$ cat config.mk
export PLATFORM = sky130hd
export DESIGN_NAME = tcp_sender_flat
export DESIGN_NICKNAME = d
export VERILOG_FILES = /design/src/rtl/tcp_sender_if.sv /design/src/rtl/tcp_sender.sv /design/src/flat_wrapper.sv
export SDC_FILE = /design/constraint.sdc
export NUM_CORES = 1
export LEC_CHECK = 0
export ABC_AREA = 0
export CORE_ASPECT_RATIO = 0.7
export CORE_MARGIN = 1
export CORE_UTILIZATION = 40
export DETAILED_ROUTE_END_ITERATION = 8
export PLACE_DENSITY = 0.67
export SLEW_MARGIN = 10
export SYNTH_ARGS = -nofsm -noshare
export SYNTH_HDL_FRONTEND = slang
export SYNTH_SLANG_ARGS = --single-unit
export TNS_END_PERCENT = 30
$ cat constraint.sdc
create_clock -name clk -period 11.18 [get_ports clk]
set_clock_uncertainty 0.05 [all_clocks]
set_input_delay 1.118 -clock clk [delete_from_list [all_inputs] [get_ports clk]]
set_output_delay 1.118 -clock clk [all_outputs]
set_load 0.02 [all_outputs]
$ cat src/rtl/tcp_sender_if.sv
// Shared types for the TCP frame builder: the packet descriptor and the
// byte-wide AXI-Stream interface.
// Ports (interface): tdata/tvalid/tlast from the source, tready from the sink.
package tcp_sender_pkg;
  typedef struct packed {
    logic [47:0] src_mac;
    logic [47:0] dst_mac;
    logic [31:0] src_ip;
    logic [31:0] dst_ip;
    logic [15:0] src_port;
    logic [15:0] dst_port;
    logic [31:0] seq_num;
    logic [31:0] ack_num;
    logic [7:0]  tcp_flags;
    logic [15:0] window;
    logic [15:0] payload_len;
    logic [15:0] tcp_checksum;  // folded one's-complement sum of payload only
  } tcp_packet_info_s;
endpackage

interface axi_stream_if #(
  parameter int DATA_WIDTH = 8
);
  logic [DATA_WIDTH-1:0] tdata;
  logic                  tvalid;
  logic                  tready;
  logic                  tlast;

  modport master (output tdata, output tvalid, output tlast, input tready);
  modport slave  (input tdata, input tvalid, input tlast, output tready);
endinterface

$ cat src/rtl/tcp_sender.sv
// Purpose: builds an Ethernet II / IPv4 / TCP frame + payload + FCS, one byte per beat.
// Latency: first header byte is valid the cycle after start; 1 byte/cycle when unstalled.
// Backpressure: stalls on m_axis.tready; payload tready mirrors m_axis.tready in PAYLOAD.
// Ports: clk, rst_n (async, active low), start + i_pkt (descriptor latched in IDLE),
//        s_axis (payload in), m_axis (frame out, tlast on last FCS byte), busy.
module tcp_sender
  import tcp_sender_pkg::*;
#(
  parameter int DATA_WIDTH = 8
) (
  input  logic             clk,
  input  logic             rst_n,
  input  logic             start,
  input  tcp_packet_info_s i_pkt,
  axi_stream_if.slave      s_axis,
  axi_stream_if.master     m_axis,
  output logic             busy
);

  typedef enum logic [1:0] {IDLE, HDR, PAYLOAD, FCS} state_e;

  state_e           state_q, state_d;
  logic [15:0]      cnt_q, cnt_d;
  logic [31:0]      crc_q, crc_d;
  tcp_packet_info_s pkt_q, pkt_d;

  logic [15:0]           ip_len, tcp_len, ip_csum, tcp_csum;
  logic [31:0]           ip_sum, tcp_sum, crc_inv;
  logic [431:0]          hdr_vec;
  logic [7:0]            hdr_byte, fcs_byte;
  logic [DATA_WIDTH-1:0] out_dat;
  logic                  out_vld, out_last, pay_rdy;
  logic                  unused_tlast;

  // Payload length alone decides where the payload ends.
  assign unused_tlast = s_axis.tlast;

  function automatic logic [15:0] fold16(input logic [31:0] s);
    logic [31:0] t;
    t = {16'h0, s[15:0]} + {16'h0, s[31:16]};
    t = {16'h0, t[15:0]} + {16'h0, t[31:16]};  // second pass absorbs the carry of the first
    return t[15:0];
  endfunction

  // Reflected CRC-32 (0xEDB88320), LSB of the byte first.
  function automatic logic [31:0] crc_step(input logic [31:0] c, input logic [7:0] d);
    logic [31:0] r;
    r = c ^ {24'h0, d};
    for (int i = 0; i < 8; i++) begin
      r = r[0] ? ((r >> 1) ^ 32'hEDB8_8320) : (r >> 1);
    end
    return r;
  endfunction

  // Checksums are pure functions of the latched descriptor, so they are
  // stable for the whole frame, well before bytes 24 and 50 go out.
  always_comb begin
    ip_len  = 16'd40 + pkt_q.payload_len;
    tcp_len = 16'd20 + pkt_q.payload_len;
    ip_sum  = 32'h0000_4500 + {16'h0, ip_len} + 32'h0000_4000 + 32'h0000_4006
            + {16'h0, pkt_q.src_ip[31:16]} + {16'h0, pkt_q.src_ip[15:0]}
            + {16'h0, pkt_q.dst_ip[31:16]} + {16'h0, pkt_q.dst_ip[15:0]};
    ip_csum = ~fold16(ip_sum);
    tcp_sum = {16'h0, pkt_q.src_ip[31:16]} + {16'h0, pkt_q.src_ip[15:0]}
            + {16'h0, pkt_q.dst_ip[31:16]} + {16'h0, pkt_q.dst_ip[15:0]}
            + 32'h0000_0006 + {16'h0, tcp_len}
            + {16'h0, pkt_q.src_port} + {16'h0, pkt_q.dst_port}
            + {16'h0, pkt_q.seq_num[31:16]} + {16'h0, pkt_q.seq_num[15:0]}
            + {16'h0, pkt_q.ack_num[31:16]} + {16'h0, pkt_q.ack_num[15:0]}
            + {16'h0, 8'h50, pkt_q.tcp_flags} + {16'h0, pkt_q.window}
            + {16'h0, pkt_q.tcp_checksum};
    tcp_csum = ~fold16(tcp_sum);
    // Byte 0 sits in the top octet.
    hdr_vec = {pkt_q.dst_mac, pkt_q.src_mac, 16'h0800,
               16'h4500, ip_len, 16'h0000, 16'h4000, 8'h40, 8'h06, ip_csum,
               pkt_q.src_ip, pkt_q.dst_ip,
               pkt_q.src_port, pkt_q.dst_port, pkt_q.seq_num, pkt_q.ack_num,
               8'h50, pkt_q.tcp_flags, pkt_q.window, tcp_csum, 16'h0000};
    hdr_byte = hdr_vec[{(6'd53 - cnt_q[5:0]), 3'b000} +: 8];
    crc_inv  = ~crc_q;
    fcs_byte = crc_inv[{cnt_q[1:0], 3'b000} +: 8];
  end

  always_ff @(posedge clk or negedge rst_n) begin
    if (!rst_n) begin
      state_q <= IDLE;
      cnt_q   <= '0;
      crc_q   <= 32'hFFFF_FFFF;
      pkt_q   <= '0;
    end else begin
      state_q <= state_d;
      cnt_q   <= cnt_d;
      crc_q   <= crc_d;
      pkt_q   <= pkt_d;
    end
  end

  always_comb begin
    state_d  = state_q;
    cnt_d    = cnt_q;
    crc_d    = crc_q;
    pkt_d    = pkt_q;
    out_vld  = 1'b0;
    out_dat  = '0;
    out_last = 1'b0;
    pay_rdy  = 1'b0;
    unique case (state_q)
      IDLE: begin
        if (start) begin
          pkt_d   = i_pkt;
          cnt_d   = '0;
          crc_d   = 32'hFFFF_FFFF;
          state_d = HDR;
        end
      end
      HDR: begin
        out_vld = 1'b1;
        out_dat = hdr_byte;
        if (m_axis.tready) begin
          crc_d = crc_step(crc_q, hdr_byte);
          if (cnt_q == 16'd53) begin
            cnt_d   = '0;
            state_d = (pkt_q.payload_len == 16'd0) ? FCS : PAYLOAD;
          end else begin
            cnt_d = cnt_q + 16'd1;
          end
        end
      end
      PAYLOAD: begin
        pay_rdy = m_axis.tready;
        out_vld = s_axis.tvalid;
        out_dat = s_axis.tdata;
        if (s_axis.tvalid && m_axis.tready) begin
          crc_d = crc_step(crc_q, s_axis.tdata);
          if (cnt_q == pkt_q.payload_len - 16'd1) begin
            cnt_d   = '0;
            state_d = FCS;
          end else begin
            cnt_d = cnt_q + 16'd1;
          end
        end
      end
      FCS: begin
        out_vld  = 1'b1;
        out_dat  = fcs_byte;
        out_last = (cnt_q[1:0] == 2'd3);
        if (m_axis.tready) begin
          cnt_d   = cnt_q + 16'd1;
          state_d = (cnt_q[1:0] == 2'd3) ? IDLE : FCS;
        end
      end
      default: state_d = IDLE;
    endcase
  end

  assign m_axis.tvalid = out_vld;
  assign m_axis.tdata  = out_dat;
  assign m_axis.tlast  = out_last;
  assign s_axis.tready = pay_rdy;
  assign busy          = (state_q != IDLE);

endmodule

$ cat src/flat_wrapper.sv
// flat-port wrapper written by rule: the top's interface ports become plain ports
module tcp_sender_flat import tcp_sender_pkg::*;
#(
  parameter int DATA_WIDTH = 8
)
  (clk, rst_n, start, i_pkt, busy, s_axis_tdata, s_axis_tvalid, s_axis_tlast, s_axis_tready, m_axis_tdata, m_axis_tvalid, m_axis_tlast, m_axis_tready);
  axi_stream_if #(.DATA_WIDTH(DATA_WIDTH)) s_axis_i ();
  axi_stream_if #(.DATA_WIDTH(DATA_WIDTH)) m_axis_i ();
  input  logic clk;
  input  logic rst_n;
  input  logic start;
  input  tcp_packet_info_s i_pkt;
  output logic busy;
  input wire logic [$bits(s_axis_i.tdata)-1:0] s_axis_tdata;
  input wire logic [$bits(s_axis_i.tvalid)-1:0] s_axis_tvalid;
  input wire logic [$bits(s_axis_i.tlast)-1:0] s_axis_tlast;
  output wire logic [$bits(s_axis_i.tready)-1:0] s_axis_tready;
  output wire logic [$bits(m_axis_i.tdata)-1:0] m_axis_tdata;
  output wire logic [$bits(m_axis_i.tvalid)-1:0] m_axis_tvalid;
  output wire logic [$bits(m_axis_i.tlast)-1:0] m_axis_tlast;
  input wire logic [$bits(m_axis_i.tready)-1:0] m_axis_tready;
  assign s_axis_i.tdata = s_axis_tdata;
  assign s_axis_i.tvalid = s_axis_tvalid;
  assign s_axis_i.tlast = s_axis_tlast;
  assign s_axis_tready = s_axis_i.tready;
  assign m_axis_tdata = m_axis_i.tdata;
  assign m_axis_tvalid = m_axis_i.tvalid;
  assign m_axis_tlast = m_axis_i.tlast;
  assign m_axis_i.tready = m_axis_tready;
  tcp_sender #(.DATA_WIDTH(DATA_WIDTH)) u_core (.clk(clk), .rst_n(rst_n), .start(start), .i_pkt(i_pkt), .s_axis(s_axis_i), .m_axis(m_axis_i), .busy(busy));
endmodule
---- After elaboration in Yosys (flattened, before gate mapping) ----
Index checks and enable logic that the tools add are counted.
word-level totals
  register bits after elaboration ......... 362
  bits of input ports ..................... 326
cells by class
  add/subtract/negate cells ............... 30
  eq/ne operators ......................... 12
  shifts and indexed selects .............. 2
  muxes and demuxes ....................... 40
  bitwise gates (word level) .............. 21
  reduce and logical (&&, ||, !) cells .... 10
operators by type and width
  kind                      number
  $mux W32                  19
  $add A32 B16 Y32          15
  $shiftx A432 B10 Y8       1
  $not A13 Y14              16
  $mux W16                  6
  $pmux W32 S3              1
  $add A32 B15 Y32 const B  2
  $pmux W16 S4              1
  $xor A32 B8 Y32           2
  $add A16 B16 Y17          3
  $add A16 B16 Y16          2
  $add A32 B15 Y32          1
  $add A32 B3 Y32 const B   1
  $not A16 Y16              2
  $not A32 Y32              1
  $shiftx A32 B6 Y8         1
  $pmux W8 S3               1
  $add A15 B16 Y17 const A  1
  $add A16 B1 Y16 const B   1
  $add A5 B16 Y16 const A   1
  $add A6 B16 Y16 const A   1
  $eq A16 B16 Y1            1
  $eq A16 B6 Y1 const B     1
  $logic_not A16 Y1         1
  18 further kinds          33

---- Depth between registers and ports, before layout ----
Gate-level depths: netlist of run 1.
  depth in word-level cells ............... 37
  depth in mapped cells ................... 54
  depth with buffers taken out ............ 54

---- Worst setup path after synthesis of run 1 ----
No wires, ideal clock.
  kind .................................... reg-to-output
  start point ............................. register u_core.pkt_q, in the netlist u_core.hdr_vec[193]
  end point ............................... output port m_axis_tdata[6]
  data arrival time ....................... 10559 ps
  path slack .............................. -547 ps
  stages on the path, launching flop included .. 51
  cell sequence ........................... dfrtp_1 -> ha_1 -> a21o_1 -> a21oi_1 -> o21bai_1 -> a21oi_1 -> o21bai_1 -> a21oi_1 -> o21bai_1 -> a21oi_1 -> o21bai_1 -> a21oi_1 -> o21bai_1 -> a21oi_1 -> xnor2_1 -> fa_1 -> inv_1 -> fa_1 -> [... 15 more ...] -> ha_1 -> a21oi_1 -> a21oi_1 -> nor4b_2 -> nand2_1 -> nor4_2 -> and3b_1 -> ha_1 -> ha_1 -> nand3_1 -> nor3_1 -> o211ai_2 -> a211oi_1 -> xor2_1 -> o211a_1 -> a21o_1 -> a222oi_1 -> nor2_1
between the ends
  word-level cells in the longest chain between the ends .. 19
  elaborated cells on any way between the ends .. 25
RTL lines
  element                        RTL line            source
  start: declaration             tcp_sender.sv:25    tcp_packet_info_s pkt_q, pkt_d;
  start signal: assignment       tcp_sender.sv:94    pkt_q <= pkt_d;
  $add A16 B16 Y17               tcp_sender.sv:64    tcp_sum = {16'h0, pkt_q.src_ip[31:16]} + {16'h0, pkt_q.src_ip[15:0]}
  $add A32 B16 Y32 (2 in a row)  tcp_sender.sv:65    + {16'h0, pkt_q.dst_ip[31:16]} + {16'h0, pkt_q.dst_ip[15:0]}
  $add A32 B3 Y32                tcp_sender.sv:66    + 32'h0000_0006 + {16'h0, tcp_len}
  $add A32 B16 Y32               tcp_sender.sv:66
  $add A32 B16 Y32 (2 in a row)  tcp_sender.sv:67    + {16'h0, pkt_q.src_port} + {16'h0, pkt_q.dst_port}
  $add A32 B16 Y32 (2 in a row)  tcp_sender.sv:68    + {16'h0, pkt_q.seq_num[31:16]} + {16'h0, pkt_q.seq_num[15:0]}
  $add A32 B16 Y32 (2 in a row)  tcp_sender.sv:69    + {16'h0, pkt_q.ack_num[31:16]} + {16'h0, pkt_q.ack_num[15:0]}
  $add A32 B15 Y32               tcp_sender.sv:70    + {16'h0, 8'h50, pkt_q.tcp_flags} + {16'h0, pkt_q.window}
  $add A32 B16 Y32               tcp_sender.sv:70
  $add A32 B16 Y32               tcp_sender.sv:71    + {16'h0, pkt_q.tcp_checksum};
  $add A16 B16 Y17               tcp_sender.sv:40    t = {16'h0, s[15:0]} + {16'h0, s[31:16]};
  $add A16 B16 Y16               tcp_sender.sv:41    t = {16'h0, t[15:0]} + {16'h0, t[31:16]};
  $not A16 Y16                   tcp_sender.sv:72    tcp_csum = ~fold16(tcp_sum);
  $shiftx A432 B10 Y8 (*)        tcp_sender.sv:79    hdr_byte = hdr_vec[{(6'd53 - cnt_q[5:0]), 3'b000} +: 8];
  $pmux W8 S3 (*)                tcp_sender.sv:107   unique case (state_q)
  end: declaration               flat_wrapper.sv:18  output wire logic [$bits(m_axis_i.tdata)-1:0] m_axis_tdata;
Mark *: on every way between the ends. The rest lies on a longest branch, timed or not.

---- Final worst setup path of run 1 ----
  start point ............................. register u_core.pkt_q, in the netlist u_core.hdr_vec[192]
  end point ............................... output port m_axis_tdata[4]
Same word-level chain as after synthesis.

==> summary.txt, run 1 <==
Power
  • Power per Cell Area: between 150 and 200 nW/µm²
  • Maximum VDD drop: ~0.22 mV
  • Lkg Pwr: about 0.018 µW
  • Final total power: 6080 µW

Floorplan
  • I/O pins: 338
  • Die area: between 70000 and 80000 µm²
  • Die H: about 230 µm
  • Initial Util: between 40% and 50%
  • Die X: ~330 µm
  • # rows: 83
  • Core Area: between 70000 and 80000 µm²

Clock network
  • Clock Sinks: roughly 360
  • Root Buffer: clkbuf_16
  • CTS Buf Count: 41
  • TritonCTS clock tree: built
  • Skew-Pair Late Insertion Delay: around 0.6 ns
  • Clk buf depth: 3
  • Hold buffers post-CTS: 0
  • Reg clk slew, reported paths: 0.06 ns
  • Max H-tree Level: 2

Timing
  • Final setup violation count: 37
  • FMAX: 80.8 MHz
  • Tcrit/Tclk final: 111%
  • Hold Worst Slack: approximately 0.45 ns
  • Final WS setup: -1.19 ns
  • Min cycle time layout: roughly 12 ns
  • Final TNS setup: -19.83 ns
  • Slew @ Worst Pin: roughly 1.4 ns
  • Unrepaired setup endpoints after global routing: true
  • Fin. Hold Viols: 0
  • Slew headroom: under 10%
  • Final Max Slew Viols: 0

Synthesis
  • Syn_area_per_cell: approximately 11 µm²
  • Synth Flop Type: dfrtp_1
  • Post-synth EDFFs: 0
  • Yosys top cell by area: dfrtp_1
  • Distinct cells, synth: 99
  • Async set-reset flop share out of synthesis: between 90% and 100%
  • Synth top cells by count: 331 x inv_1, 330 x dfrtp_1, 321 x mux2_2
  • Syn_nets: 3359
  • #FFs+latches synth: 362
  • Gate Count Post-Synth: around 2700
  • Post-Syn Area: ~30000 µm²
  • Synth area leaders: dfrtp_1 28%, fa_1 15%, mux2_2 12%
  • Most common cell in the netlist: inv_1
  • Area share of the largest cell type after synthesis: between 20% and 30%
  • Seq/Total Area, Yosys: between 30 and 40%
  • Synth Warn #: 0

Run status
  • Failing checks: design-rule violations, negative setup slack
  • Status: finished, violations left

Setup path
  • R2R depth: 53
  • CP Launch Point: u_core.hdr_vec[192]
  • CP Launch Type: flop
  • R2r setup slk: -0.64 ns
  • Critical path type: flop to output pin
  • Crit path to: m_axis_tdata[4]
  • Cell repeated most along the worst path: a21oi_2
  • Worst path arrival time: between 10 and 15 ns
  • Delay of the slowest critical-path stage: around 0.57 ns
  • CP required: ~10 ns
  • CP Capture Type: output pin
  • CP max FO: 5
  • Reg2reg start: u_core.hdr_vec[192]
  • R2r endpoint: u_core.crc_q[22]
  • Critical path's slowest cell: fa_2

Routing
  • Met2 routed WL: roughly 45000 µm
  • WL final: roughly 110000 µm
  • DRC viols: 32
  • First-pass iteration count of the detailed router: 8
  • Routed wl met3: roughly 13000 µm
  • Initial DRC count: 2570
  • Remaining antenna violation count: 0
  • DR vias: 24061
  • Met1 wire length: between 40000 and 50000 µm
  • Drt via density: about 5.6
  • Top layer in use: met5
  • DR WL/cell: approximately 25 µm

GRT
  • Largest net degree at the start of global routing: around 150
  • Global-route wire length before repair: 159000 µm
  • Grt total ovfl: 0
  • Tot GR Track Use: between 20% and 30%
  • Antenna violations before repair: 12
  • Vias in the first global route: 24253

Final layout
  • Final Util: between 50% and 60%
  • Share of cells above drive strength 1: 30.0%
  • P&R area growth vs syn: 29.7%
  • Total Nets Final: 3953

Placed design
  • RePlAce Congestion: 1.03
  • Post-DP HPWL: between 80000 and 90000 µm
  • Port Buffers: 336

Job
  • Max-cap violation count: 0

Hold path
  • Hold Crit Class: flop to flop
## cell usage in the layout (no fill, tap or decap), types with 91 or more instances in the layout
cell type and n:
a21oi_1 91, buf_4 331, clkdlybuf4s50_1 327, dfrtp_1 328, fa_1 214, ha_1 91
inv_1 325, mux2_2 321, nand2_1 98, nor2_1 120, xnor2_1 138
## critical path: cells and delay by family, from the launching register on
| family | cells | cell delay, ns |
|---|---|---|
| buf+inv | 5 | 0.69 |
| xor+xnor | 1 | 0.12 |
| compound gates | 18 | 3.42 |
| flops | 1 | 0.38 |
| simple gates | 14 | 2.06 |
| fa+ha+maj | 11 | 3.92 |
## layout make-up
class	count	area (µm²)
fillers	6449	34800
inverters	331	1240
clock buffers	61	1210
repair buffers	679	5990
clock inverters	15	141
diodes	2	5.00
well taps	977	1220
flip-flops and latches	362	9110
multi-input cells	1888	19800
## power breakdown
| part | internal [µW] | switching (µW) | total [µW] |
|---|---|---|---|
| clock | 782 | 618 | 1400 |
| sequential | 1420 | 157 | 1580 |
| combinational | 1520 | 1570 | 3100 |
## per-layer routing
| metal | global-route usage, % | up-vias |
|---|---|---|
| met5 | 0 | - |
| met2 | 40.5 | 1080 |
| met4 | 6.35 | 12 |
| met3 | 10.4 | 165 |
| li1 | - | 10617 |
| met1 | 40.7 | 12187 |
## kinds of logic after synthesis
| family | after synthesis | synth area share (%) |
|---|---|---|
| adder cells (fa/ha/maj) | 325 | 19.2 |
| AND/OR/NAND/NOR | 453 | 7.90 |
| flip-flops | 362 | 30.5 |
| AO/OA/AOI/OAI | 442 | 10.4 |
| buffers and inverters | 459 | 5.88 |
| multiplexers | 414 | 17.8 |
| XOR/XNOR | 254 | 8.36 |
## registers in the layout, summed over array words and instances, names as in the netlist
register        count
u_core.hdr_vec    280
u_core.crc_q       32
u_core.pkt_q       32
u_core.cnt_q       16
u_core.state_q      2
## through the flow
step	area, µm²	setup slack [ns]	instances
finish	38700	-1.19	4315
global placement	36100	-0.888	4173
global route	38700	-1.59	4313
floorplan	29900	0.0000764	2709
CTS	38200	-0.839	4290
detailed placement	36100	-1.16	4173
## worst min path at each step
stage,start,to,slack [ns],cells past startpoint
2_1_floorplan,u_core.hdr_vec[336],u_core.hdr_vec[336],0.42,1
3_3_place_gp,u_core.hdr_vec[414],u_core.hdr_vec[414],0.43,1
3_5_place_dp,u_core.hdr_vec[404],u_core.hdr_vec[404],0.44,1
4_1_cts,u_core.hdr_vec[409],u_core.hdr_vec[409],0.45,1
5_1_grt,u_core.hdr_vec[409],u_core.hdr_vec[409],0.46,1
6_report,u_core.hdr_vec[404],u_core.hdr_vec[404],0.45,1
## timing repair
| action | 4_1_cts | 5_1_grt |
|---|---|---|
| cloned | 0 | 0 |
| pin swaps | 74 | 130 |
| setup endpoints to repair | 35 | 40 |
| buffers inserted | 43 | 29 |
| resized for setup | 105 | 61 |
Note: power is estimated with default switching activity, not from simulation.
==> run 2, diff against run 1 <==
--- a/config.mk
+++ b/config.mk
@@ -6,11 +6,10 @@
 export NUM_CORES = 1
 export LEC_CHECK = 0
 export ABC_AREA = 0
-export CORE_ASPECT_RATIO = 0.7
 export CORE_MARGIN = 1
-export CORE_UTILIZATION = 40
+export CORE_UTILIZATION = 35
 export DETAILED_ROUTE_END_ITERATION = 8
-export PLACE_DENSITY = 0.67
+export PLACE_DENSITY = 0.61
 export SLEW_MARGIN = 10
 export SYNTH_ARGS = -nofsm -noshare
 export SYNTH_HDL_FRONTEND = slang
==> run 2 against run 1 <==
Compared with the run above:
- the run ends with negative setup slack left
- final area rose by 1.0%
- global-route usage fell by 3.5 points
- sequential power barely moved
- routed wire length fell by 0.32%
- register-to-register slack improved by 0.26 ns
- die area rose by 14%
- critical path depth rose by 4
- worst hold slack barely moved
- first-iteration DRC count fell by 28%
==> summary.txt, run 2 (synthesis results as in run 1) <==
Clock network
  • Reg clk slew, reported paths: 0.06 ns
  • Skew-Pair Late Insertion Delay: 0.61 ns
  • TritonCTS clock tree: built
  • Hold buffers post-CTS: 0
  • CTS Buf Count: 46
  • Max H-tree Level: 2
  • Clock Sinks: between 300 and 400
  • Root Buffer: clkbuf_16
  • Clk buf depth: 3

Placed design
  • Placed cells: approximately 4300
  • Port Buffers: around 340
  • RePlAce Congestion: 0.955
  • Post-DP HPWL: around 84000 µm

Routing
  • Remaining antenna violation count: 0
  • Initial DRC count: ~1800
  • DRC viols: 0
  • Drt via density: between 5 and 6
  • DR WL/cell: 23.9 µm
  • WL final: around 110000 µm
  • DR vias: roughly 23000
  • First-pass iteration count of the detailed router: 5

Power
  • Maximum VDD drop: around 0.17 mV
  • Power per Cell Area: 161 nW/µm²
  • Net Switching: 2380 µW
  • Clk pwr share: 24.8%
  • Lkg Pwr: about 0.018 µW
  • Net Sw Frac: 37.9%
  • Seq pwr share: approximately a quarter
  • Comb pwr share: roughly 50%
  • P_int: between 3000 and 4000 µW

Setup path
  • CP Launch Type: flop
  • Cell repeated most along the worst path: a21oi_2
  • Critical path's slowest cell: fa_1
  • Delay of the slowest critical-path stage: 0.59 ns
  • CP Capture Type: output pin
  • R2r setup slk: -0.38 ns
  • Worst path arrival time: around 11 ns
  • CP max FO: 3
  • Critical path type: flop to output pin
  • CP required: approximately 10 ns

GRT
  • Antenna violations before repair: 11
  • Largest net degree at the start of global routing: 172
  • Grt total ovfl: 0
  • Global-route wire length before repair: roughly 160000 µm
  • Vias in the first global route: 24322
  • Tot GR Track Use: around 25%

Timing
  • FMAX: 81.7 MHz
  • Fin. Hold Viols: 0
  • Final Max Slew Viols: 0
  • Slew headroom: a little over a quarter
  • Unrepaired setup endpoints after global routing: true
  • Min cycle time layout: ~12 ns
  • Slew @ Worst Pin: between 1 and 1.5 ns
  • Tcrit/Tclk final: 110%
  • Final setup violation count: 33
  • Final WS setup: -1.06 ns

Run status
  • Status: finished, violations left
  • Failing checks: negative setup slack

Final layout
  • Share of cells above drive strength 1: 29.9%
  • Largest register FFs: 280
  • Most frequent cells in the layout: 328 x dfrtp_1, 327 x clkdlybuf4s50_1, 326 x inv_1
  • Total Nets Final: 3940
  • Final Util: roughly 47%
  • Commonest non-fill, non-tap cell in the layout: dfrtp_1
  • Final non-filler cell total: roughly 4500
  • P&R area growth vs syn: 31.1%

Floorplan
  • Die H: roughly 290 µm
  • Core Area: ~84000 µm²
  • Die X: 294 µm
  • Initial Util: a little over a third
  • Die area: 86400 µm²
  • I/O pins: about 340
  • # rows: ~110

Job
  • Max-cap violation count: 0

Hold path
  • Hold Crit Class: flop to flop
## run 2: repair_timing
item | 4_1_cts | 5_1_grt
resized for setup | 107 | 69
endpoints found under the setup margin | 37 | 40
setup buffers | 22 | 13
pin swaps | 111 | 86
## run 2: power by group through the flow
stage	clock network, µW	registers [µW]	logic [µW]
2_1_floorplan	0	1510	1850
4_1_cts	1600	1550	2970
6_report	1560	1560	3160
3_5_place_dp	0	1570	2810
5_1_grt	1650	1570	3360
3_3_place_gp	0	1570	2800
## run 2: worst max-delay path, delay by kind of cell (launching register included)
family | cells | cell delay [ns]
adders and majority gates | 10 | 3.75
AOI/OAI and AO/OA | 20 | 3.25
and+or+nand+nor | 13 | 2.03
buffers and inverters | 9 | 0.97
DFF | 1 | 0.41
xor gates and xnor gates | 1 | 0.07
## run 2: through the flow
step                cell area [µm²]  total power (µW)  setup TNS, ns  hold slack (ns)  setup WS (ns)
finish                        39100              6280         -12.75            0.450          -1.06
global route                  39100              6580         -28.40            0.465          -1.50
CTS                           38700              6120         -14.70            0.451         -0.858
detailed placement            36500              4380         -18.43            0.438          -1.07
global placement              36500              4370         -12.00            0.432         -0.920
floorplan                     29900              3370              0            0.424      0.0000764
## run 2: final timing paths
path,to,cells past startpoint,startpoint
worst max-delay path,m_axis_tdata[7],53,u_core.hdr_vec[192]
worst min-delay path,u_core.hdr_vec[350],1,u_core.hdr_vec[350]
worst max register to register,u_core.crc_q[22],56,u_core.hdr_vec[192]
worst min register to register,u_core.hdr_vec[350],1,u_core.hdr_vec[350]
max in group asynchronous,u_core.cnt_q[0],3,rst_n
min in group asynchronous,u_core.hdr_vec[93],1,rst_n
## run 2: metal layers
layer / up-vias / global-route usage (%) / routed length (µm)
li1: 10585 / - / -
met2: 828 / 39.5 / 49200
met1: 11852 / 33.8 / 45700
met5: - / 0 / 101
met3: 137 / 5.71 / 8590
met4: 16 / 6.72 / 2840
## run 2: final cells by class
class / instances / area (µm²)
Inverter: 331 / 1240
Tap cell: 1134 / 1420
Clock inverter: 24 / 290
Sequential cell: 362 / 9110
Timing Repair Buffer: 661 / 5880
Fill cell: 7780 / 44900
Multi-Input combinational cell: 1888 / 19800
Clock buffer: 60 / 1310
Antenna cell: 2 / 5.00
